<file path="src/rtl/add_clip_pkg.sv">
// add_clip_pkg
//   Shared types and helpers for the add2_and_clip_axi datapath.
//   - clip_result_t : clipped sample plus clip flag. The data field is sized for
//                     the widest supported lane, and callers keep the low WIDTH bits.
//   - SAT_CNT_W     : width of the saturation event counter.
//   - clip_max/min  : signed rails for a given sample width, as raw bit patterns.
//   - clip_sum      : clips a (width+1)-bit sum to width bits. The sum is passed
//                     sign-extended into a MAX_W+1 container, with its width given separately.
package add_clip_pkg;

  localparam int SAT_CNT_W = 32;
  localparam int MAX_W     = 64;
  localparam int IDX_W     = $clog2(MAX_W + 1);

  typedef struct packed {
    logic [MAX_W-1:0] data;
    logic             clip;
  } clip_result_t;

  function automatic logic [MAX_W-1:0] clip_max(input int width);
    return (MAX_W'(1) << (width - 1)) - MAX_W'(1);
  endfunction

  function automatic logic [MAX_W-1:0] clip_min(input int width);
    return MAX_W'(1) << (width - 1);
  endfunction

  function automatic clip_result_t clip_sum(input logic [MAX_W:0] sum, input int width);
    clip_result_t     r;
    logic [MAX_W-1:0] mask;
    logic             sgn;
    mask   = (MAX_W'(1) << width) - MAX_W'(1);
    sgn    = sum[IDX_W'(width)];
    // The top two bits of a (width+1)-bit sum disagree only when it overflowed width bits.
    r.clip = sgn ^ sum[IDX_W'(width - 1)];
    if (r.clip) begin
      r.data = sgn ? clip_min(width) : clip_max(width);
    end else begin
      r.data = sum[MAX_W-1:0] & mask;
    end
    return r;
  endfunction

endpackage

</file>
<file path="src/rtl/add_clip_lane.sv">
// add_clip_lane
//   One lane of the add-and-clip datapath. The lane holds no valid bits of its own,
//   and the owner drives the stage enables.
//   Ports:
//     clk_i, rst_i     clock, synchronous active-high reset
//     s1_en_i          load the add stage, or the single stage when PIPE_STAGES = 1
//     s2_en_i          load the clip stage (ignored when PIPE_STAGES = 1)
//     a_i, b_i         signed input samples
//     data_o, clip_o   clipped result and its clip flag
//   WIDTH must be between 2 and 63.
module add_clip_lane
  import add_clip_pkg::*;
#(
  parameter int WIDTH       = 16,
  parameter int PIPE_STAGES = 2
) (
  input  logic             clk_i,
  input  logic             rst_i,
  input  logic             s1_en_i,
  input  logic             s2_en_i,
  input  logic [WIDTH-1:0] a_i,
  input  logic [WIDTH-1:0] b_i,
  output logic [WIDTH-1:0] data_o,
  output logic             clip_o
);

  logic [WIDTH:0]   sum_d;
  logic [WIDTH:0]   clip_src;
  logic [MAX_W:0]   clip_ext;
  clip_result_t     res;
  logic             out_en;
  logic [WIDTH-1:0] data_q;
  logic             clip_q;
  logic             unused_res_hi;

  assign sum_d    = {a_i[WIDTH-1], a_i} + {b_i[WIDTH-1], b_i};
  assign clip_ext = {{(MAX_W - WIDTH){clip_src[WIDTH]}}, clip_src};
  assign res      = clip_sum(clip_ext, WIDTH);
  assign unused_res_hi = ^res.data[MAX_W-1:WIDTH];

  if (PIPE_STAGES == 2) begin : g_two
    logic [WIDTH:0] sum_q;
    always_ff @(posedge clk_i) begin
      if (rst_i) begin
        sum_q <= '0;
      end else if (s1_en_i) begin
        sum_q <= sum_d;
      end
    end
    assign clip_src = sum_q;
    assign out_en   = s2_en_i;
  end else begin : g_one
    logic unused_s2_en;
    assign unused_s2_en = s2_en_i;
    assign clip_src     = sum_d;
    assign out_en       = s1_en_i;
  end

  always_ff @(posedge clk_i) begin
    if (rst_i) begin
      data_q <= '0;
      clip_q <= 1'b0;
    end else if (out_en) begin
      data_q <= res.data[WIDTH-1:0];
      clip_q <= res.clip;
    end
  end

  assign data_o = data_q;
  assign clip_o = clip_q;

endmodule

</file>
<file path="src/rtl/add2_and_clip_axi.sv">
// add2_and_clip_axi
//   Joins two multi-lane AXI-Stream-style sample streams, adds them lane by lane,
//   and clips each sum to signed WIDTH bits. The result passes through a
//   PIPE_STAGES-deep pipeline (1 or 2 stages) that supports backpressure.
//   Ports:
//     clk, rst                               clock, synchronous active-high reset
//     i0_tdata/tlast/tvalid, i0_tready       input stream 0, lane k at [k*WIDTH +: WIDTH]
//     i1_tdata/tlast/tvalid, i1_tready       input stream 1, same layout
//     o_tdata/tlast/tclip/tvalid, o_tready   output stream, with a per-lane clip flag
//     sat_clr, sat_count                     clear input and count of output beats that clipped
//   Optional: define ADD2_AND_CLIP_SAT_COUNT_EN to build the saturation counter.
//   When it is undefined, sat_count is tied to 0 and sat_clr is ignored.
module add2_and_clip_axi
  import add_clip_pkg::*;
#(
  parameter int WIDTH       = 16,
  parameter int NUM_CH      = 2,
  parameter int PIPE_STAGES = 2
) (
  input  logic                    clk,
  input  logic                    rst,
  input  logic [NUM_CH*WIDTH-1:0] i0_tdata,
  input  logic                    i0_tlast,
  input  logic                    i0_tvalid,
  output logic                    i0_tready,
  input  logic [NUM_CH*WIDTH-1:0] i1_tdata,
  input  logic                    i1_tlast,
  input  logic                    i1_tvalid,
  output logic                    i1_tready,
  output logic [NUM_CH*WIDTH-1:0] o_tdata,
  output logic                    o_tlast,
  output logic [NUM_CH-1:0]       o_tclip,
  output logic                    o_tvalid,
  input  logic                    o_tready,
  input  logic                    sat_clr,
  output logic [SAT_CNT_W-1:0]    sat_count
);

  logic s1_ready;
  logic s2_load;
  logic in_fire;

  // Both streams are consumed together or not at all.
  assign in_fire   = i0_tvalid & i1_tvalid & s1_ready & ~rst;
  assign i0_tready = in_fire;
  assign i1_tready = in_fire;

  if (PIPE_STAGES == 2) begin : g_ctl2
    logic s1_valid_q, s1_valid_d, s1_last_q, s1_last_d;
    logic s2_valid_q, s2_valid_d, s2_last_q, s2_last_d;
    logic s2_ready;

    assign s2_ready = ~s2_valid_q | o_tready;
    assign s1_ready = ~s1_valid_q | s2_ready;
    assign s2_load  = s1_valid_q & s2_ready;

    always_comb begin
      s1_valid_d = s1_valid_q;
      s1_last_d  = s1_last_q;
      s2_valid_d = s2_valid_q;
      s2_last_d  = s2_last_q;
      if (s1_ready) s1_valid_d = in_fire;
      if (in_fire)  s1_last_d  = i0_tlast | i1_tlast;
      if (s2_ready) s2_valid_d = s1_valid_q;
      if (s2_load)  s2_last_d  = s1_last_q;
    end

    always_ff @(posedge clk) begin
      if (rst) begin
        s1_valid_q <= 1'b0;
        s1_last_q  <= 1'b0;
        s2_valid_q <= 1'b0;
        s2_last_q  <= 1'b0;
      end else begin
        s1_valid_q <= s1_valid_d;
        s1_last_q  <= s1_last_d;
        s2_valid_q <= s2_valid_d;
        s2_last_q  <= s2_last_d;
      end
    end

    assign o_tvalid = s2_valid_q;
    assign o_tlast  = s2_last_q;
  end else begin : g_ctl1
    logic s1_valid_q, s1_valid_d, s1_last_q, s1_last_d;

    assign s1_ready = ~s1_valid_q | o_tready;
    assign s2_load  = 1'b0;

    always_comb begin
      s1_valid_d = s1_valid_q;
      s1_last_d  = s1_last_q;
      if (s1_ready) s1_valid_d = in_fire;
      if (in_fire)  s1_last_d  = i0_tlast | i1_tlast;
    end

    always_ff @(posedge clk) begin
      if (rst) begin
        s1_valid_q <= 1'b0;
        s1_last_q  <= 1'b0;
      end else begin
        s1_valid_q <= s1_valid_d;
        s1_last_q  <= s1_last_d;
      end
    end

    assign o_tvalid = s1_valid_q;
    assign o_tlast  = s1_last_q;
  end

  for (genvar k = 0; k < NUM_CH; k++) begin : g_lane
    add_clip_lane #(
      .WIDTH      (WIDTH),
      .PIPE_STAGES(PIPE_STAGES)
    ) u_lane (
      .clk_i  (clk),
      .rst_i  (rst),
      .s1_en_i(in_fire),
      .s2_en_i(s2_load),
      .a_i    (i0_tdata[k*WIDTH +: WIDTH]),
      .b_i    (i1_tdata[k*WIDTH +: WIDTH]),
      .data_o (o_tdata[k*WIDTH +: WIDTH]),
      .clip_o (o_tclip[k])
    );
  end

`ifdef ADD2_AND_CLIP_SAT_COUNT_EN
  logic [SAT_CNT_W-1:0] sat_cnt_q, sat_cnt_d;

  always_comb begin
    sat_cnt_d = sat_cnt_q;
    if (sat_clr) begin
      sat_cnt_d = '0;
    end else if (o_tvalid & o_tready & (|o_tclip) & ~(&sat_cnt_q)) begin
      sat_cnt_d = sat_cnt_q + SAT_CNT_W'(1);
    end
  end

  always_ff @(posedge clk) begin
    if (rst) begin
      sat_cnt_q <= '0;
    end else begin
      sat_cnt_q <= sat_cnt_d;
    end
  end

  assign sat_count = sat_cnt_q;
`else
  logic unused_sat_clr;
  assign unused_sat_clr = sat_clr;
  assign sat_count      = '0;
`endif

endmodule

</file>
<file path="config.mk">
export PLATFORM = sky130hd
export DESIGN_NAME = add2_and_clip_axi
export DESIGN_NICKNAME = d
export VERILOG_FILES = /design/src/rtl/add_clip_pkg.sv /design/src/rtl/add_clip_lane.sv /design/src/rtl/add2_and_clip_axi.sv
export SDC_FILE = /design/constraint.sdc
export NUM_CORES = 1
export LEC_CHECK = 0
export BUFFER_PORTS_ARGS = -buffer_cell sky130_fd_sc_hd__clkbuf_2
export CAP_MARGIN = 5
export CORE_MARGIN = 2
export CORE_UTILIZATION = 47
export DETAILED_ROUTE_END_ITERATION = 8
export PLACE_DENSITY = 0.78
export RECOVER_POWER = 50
export SKIP_LAST_GASP = 1
export SYNTH_ARGS = -nofsm -noshare
export SYNTH_HDL_FRONTEND = slang
export SYNTH_SLANG_ARGS = --single-unit
export TNS_END_PERCENT = 1
</file>
<file path="constraint.sdc">
create_clock -name clk -period 2.26 [get_ports clk]
set_input_delay 0.452 -clock clk [delete_from_list [all_inputs] [get_ports clk]]
set_output_delay 0.452 -clock clk [all_outputs]
set_load 0.01 [all_outputs]
</file>
==> impl_metrics.yaml <==
run_status:
  status: "complete, no violations"
clock_tree:
  cts_tree: "built"
  clockRootBuffer: "clkbuf_8"
  htreeDepth: 3
  cts_buffers: 9
  path_clk_slew_ns: 0.07
  cts_resized: 0
  worstSkewPairLatency_ns: 0.34
  cts.sink_count: 72
  cts_buffer_depth: 2
routing:
  ant_nets: 0
  drt_wl_total_mm: 10.04
  first_pass_iters: 4
  avgRoutedWirePerCell_um: 13.18
  dr.first_iter.drc_count: 184
  vias: 4043
  viasPerCell: 5.306
  drc_errors: 0
setup_path:
  cp-start-kind: "register"
  crit_arrival_ns: 1.68
  reg2reg_from: "o_tvalid"
  crit_fanout: 6
  r2r_slack_ns: 0.23
  cp-end-kind: "primary output"
  crit_end: "i1_tready"
  crit_type: "reg2out"
  crit_required_ns: 1.81
  r2r_cells: 8
  regToRegEndpoint: "g_lane[0].u_lane.clip_src[5]"
  crit_path_start: "o_tvalid"
timing:
  finalClockSkew_ns: 0.009319
  fin_crit_ns: 2.130
  setup_slack_ns: 0.1299
  setup_viol: 0
  max_clock_freq_ghz: 0.4695
  rsz0062_at_grt: "no"
  tightest_slew_ns: 1.081
  timing.final.hold_violations: 0
  finalCritPeriodShare: 0.9425
  tns_ns: 0
  slew_violations: 0
  relSlewSlack: 0.2796
global_route:
  grt_pass1_vias: 3502
  antenna_found_initial: 0
  grt_max_degree: 70
  grt_pass1_wl_mm: 16.08
  grt-ovfl-total: 0
  grtUsageTotal: 0.1944
synth:
  synth_warnings: 0
  ys.flop_type: "dfxtp_1"
  synthDistinctLibCells: 55
  synth.avg_cell_area_um2: 8.204
  synthArstFlopShare: 0
  syn_area_um2: 4405
  synth_seq_cells: 72
  synth-edff-count: 0
  seq_area_frac_synth: 0.3272
  syn_inst: 537
cells_and_area:
  final_cells: 762
  final_area_um2: 5179
  final_nets: 756
  area_growth_syn_to_layout_pct: 17.55
  n_antenna_cell: 0
  fill_cells: 880
  drive_gt1_frac: 0.1859
die:
  die_w_um: 100.8
  die-height_um: 100.8
  start_util: 0.4813
  rows: 35
  core-area_um2: 9153
  die_area_um2: 10160
  ioPinCount: 142
place:
  place_ws_ns: -0.1535
  dp_hpwl_mm: 7.799
  place.gp.congestion: 0.8238
  port_buffers: 108
  dpl_cell_area_um2: 4996
  dp.cells: 745
job:
  cap_violations: 0
pwr:
  powerDensity_nw_per_um2: 659.4
  p_leak_uw: 0.002227
  finalPower_uw: 3415
  ir_drop_mv: 0.3365
worst_hold_path:
  hold_class: "in2reg"
-- cells in the final DEF (no fill, tap or decap), types with 3 or more instances in the layout --
| cell type | instances |
|---|---|
| a311oi_1 | 3 |
| and3_1 | 6 |
| xor2_1 | 6 |
| a21oi_1 | 67 |
| o21bai_1 | 3 |
| nand2_1 | 39 |
| nand3_1 | 20 |
| ha_1 | 36 |
| xnor2_1 | 16 |
| o21a_1 | 3 |
| buf_4 | 22 |
| nor3_1 | 8 |
| o31ai_1 | 4 |
| nand4_1 | 5 |
| o211a_1 | 4 |
| conb_1 | 32 |
| o21ai_0 | 22 |
| a21o_1 | 10 |
| clkbuf_2 | 73 |
| clkbuf_1 | 38 |
| inv_1 | 9 |
| a211oi_1 | 41 |
| nor2_1 | 59 |
| clkbuf_8 | 11 |
| dfxtp_1 | 72 |
-- repair_timing --
| item | 4_1_cts | 5_1_grt |
|---|---|---|
| endpoints found under the setup margin | 2 | 0 |
| hold buffers | 0 | 0 |
| setup buffers | 1 | 0 |
-- routing by layer --
layer / global-route usage / wire length [µm] / up-vias
li1: - / - / 2080
met2: 0.2805 / 4228 / 137
met1: 0.2908 / 5000 / 1808
met5: 0 / 0 / -
met4: 0.07482 / 178 / 0
met3: 0.02774 / 635 / 18
-- worst max-delay path: stages, from the launching register on --
cell and delay, ns:
dfxtp_1 0.31, nor2b_4 0.13, and2_4 0.15, or3_1 0.49, inv_4 0.13, clkbuf_2 0.13
-- worst min-delay path by stage --
stage                     cells past startpoint                          from                            to  slack (ns)
after floorplan                               2  g_lane[0].u_lane.clip_src[3]  g_lane[0].u_lane.clip_src[3]        0.43
after global placement                        2  g_lane[1].u_lane.clip_src[6]  g_lane[1].u_lane.clip_src[6]        0.44
after CTS                                     3                     i1_tvalid             g_ctl2.s1_valid_q        0.35
after detailed placement                      2  g_lane[0].u_lane.clip_src[5]  g_lane[0].u_lane.clip_src[5]        0.45
final                                         3                     i1_tvalid             g_ctl2.s1_valid_q        0.36
after global routing                          3                     i1_tvalid             g_ctl2.s1_valid_q        0.38
-- registers in the layout, summed over array words and instances (netlist names) --
signal,flops
g_lane.u_lane.clip_src,34
g_lane.u_lane.data_o,32
g_lane.u_lane.clip_o,2
g_ctl2.s1_last_q,1
g_ctl2.s1_valid_q,1
o_tlast,1
o_tvalid,1
-- synthesized netlist by cell type (2+ instances only) --
| cell | n | area, µm² |
|---|---|---|
| a211o_1 | 2 | 17.52 |
| nand2_1 | 39 | 146.4 |
| nand4_1 | 5 | 31.28 |
| nor2b_1 | 3 | 18.77 |
| a21o_1 | 10 | 75.07 |
| xnor2_1 | 16 | 140.1 |
| ha_1 | 36 | 450.4 |
| o21ai_0 | 22 | 110.1 |
| o31ai_1 | 4 | 30.03 |
| buf_6 | 2 | 22.52 |
| dfxtp_1 | 72 | 1441 |
| nor3_1 | 8 | 40.04 |
| nand3_1 | 20 | 100.1 |
| o21bai_1 | 3 | 22.52 |
| or3_1 | 2 | 12.51 |
| a311oi_1 | 3 | 26.28 |
| a21oi_1 | 67 | 335.3 |
| o211a_1 | 4 | 40.04 |
| buf_1 | 3 | 11.26 |
| a31oi_1 | 2 | 12.51 |
| a211oi_1 | 42 | 315.3 |
| a221oi_1 | 2 | 17.52 |
| o21a_1 | 3 | 22.52 |
| clkbuf_1 | 23 | 86.33 |
| fa_1 | 2 | 40.04 |
| inv_1 | 9 | 33.78 |
| buf_4 | 37 | 277.8 |
| xor2_1 | 6 | 52.55 |
| and3_1 | 6 | 37.54 |
| nor2_1 | 59 | 221.5 |
-- stage by stage --
step	utilization	hold WS [ns]
floorplan	-	0.4322
global placement	0.5459	0.4438
detailed placement	0.5459	0.4531
CTS	0.5718	0.3492
global route	0.5658	0.3827
finish	0.5658	0.3573
-- logic make-up (layout without fill, tap and decap cells) --
group           Yosys count  after routing  synth area share
buf+inv                  77            160            0.1039
mux                       1              1          0.002272
other cells               1             32         0.0008512
simple gates            149            149            0.1519
xor+xnor                 22             22           0.04374
compound gates          177            177            0.2587
flops                    72             72            0.3272
fa+ha+maj                38             38            0.1113
-- final cells by class --
class | instances | area (µm²) | share of cell area
multi-input combinational | 419 | 2635 | 0.5088
sequential | 72 | 1441 | 0.2783
timing repair buffer | 134 | 693.2 | 0.1338
clock buffer | 11 | 151.4 | 0.02923
tap | 111 | 138.9 | 0.02682
clock inverter | 5 | 78.83 | 0.01522
inverter | 10 | 40.04 | 0.007731
-- power by group --
group	switching (µW)	internal [µW]
registers	47.5	1350
logic	505	372
clock network	464	680
total	1020	2400
No activity file was read; power rests on OpenSTA's default activity.
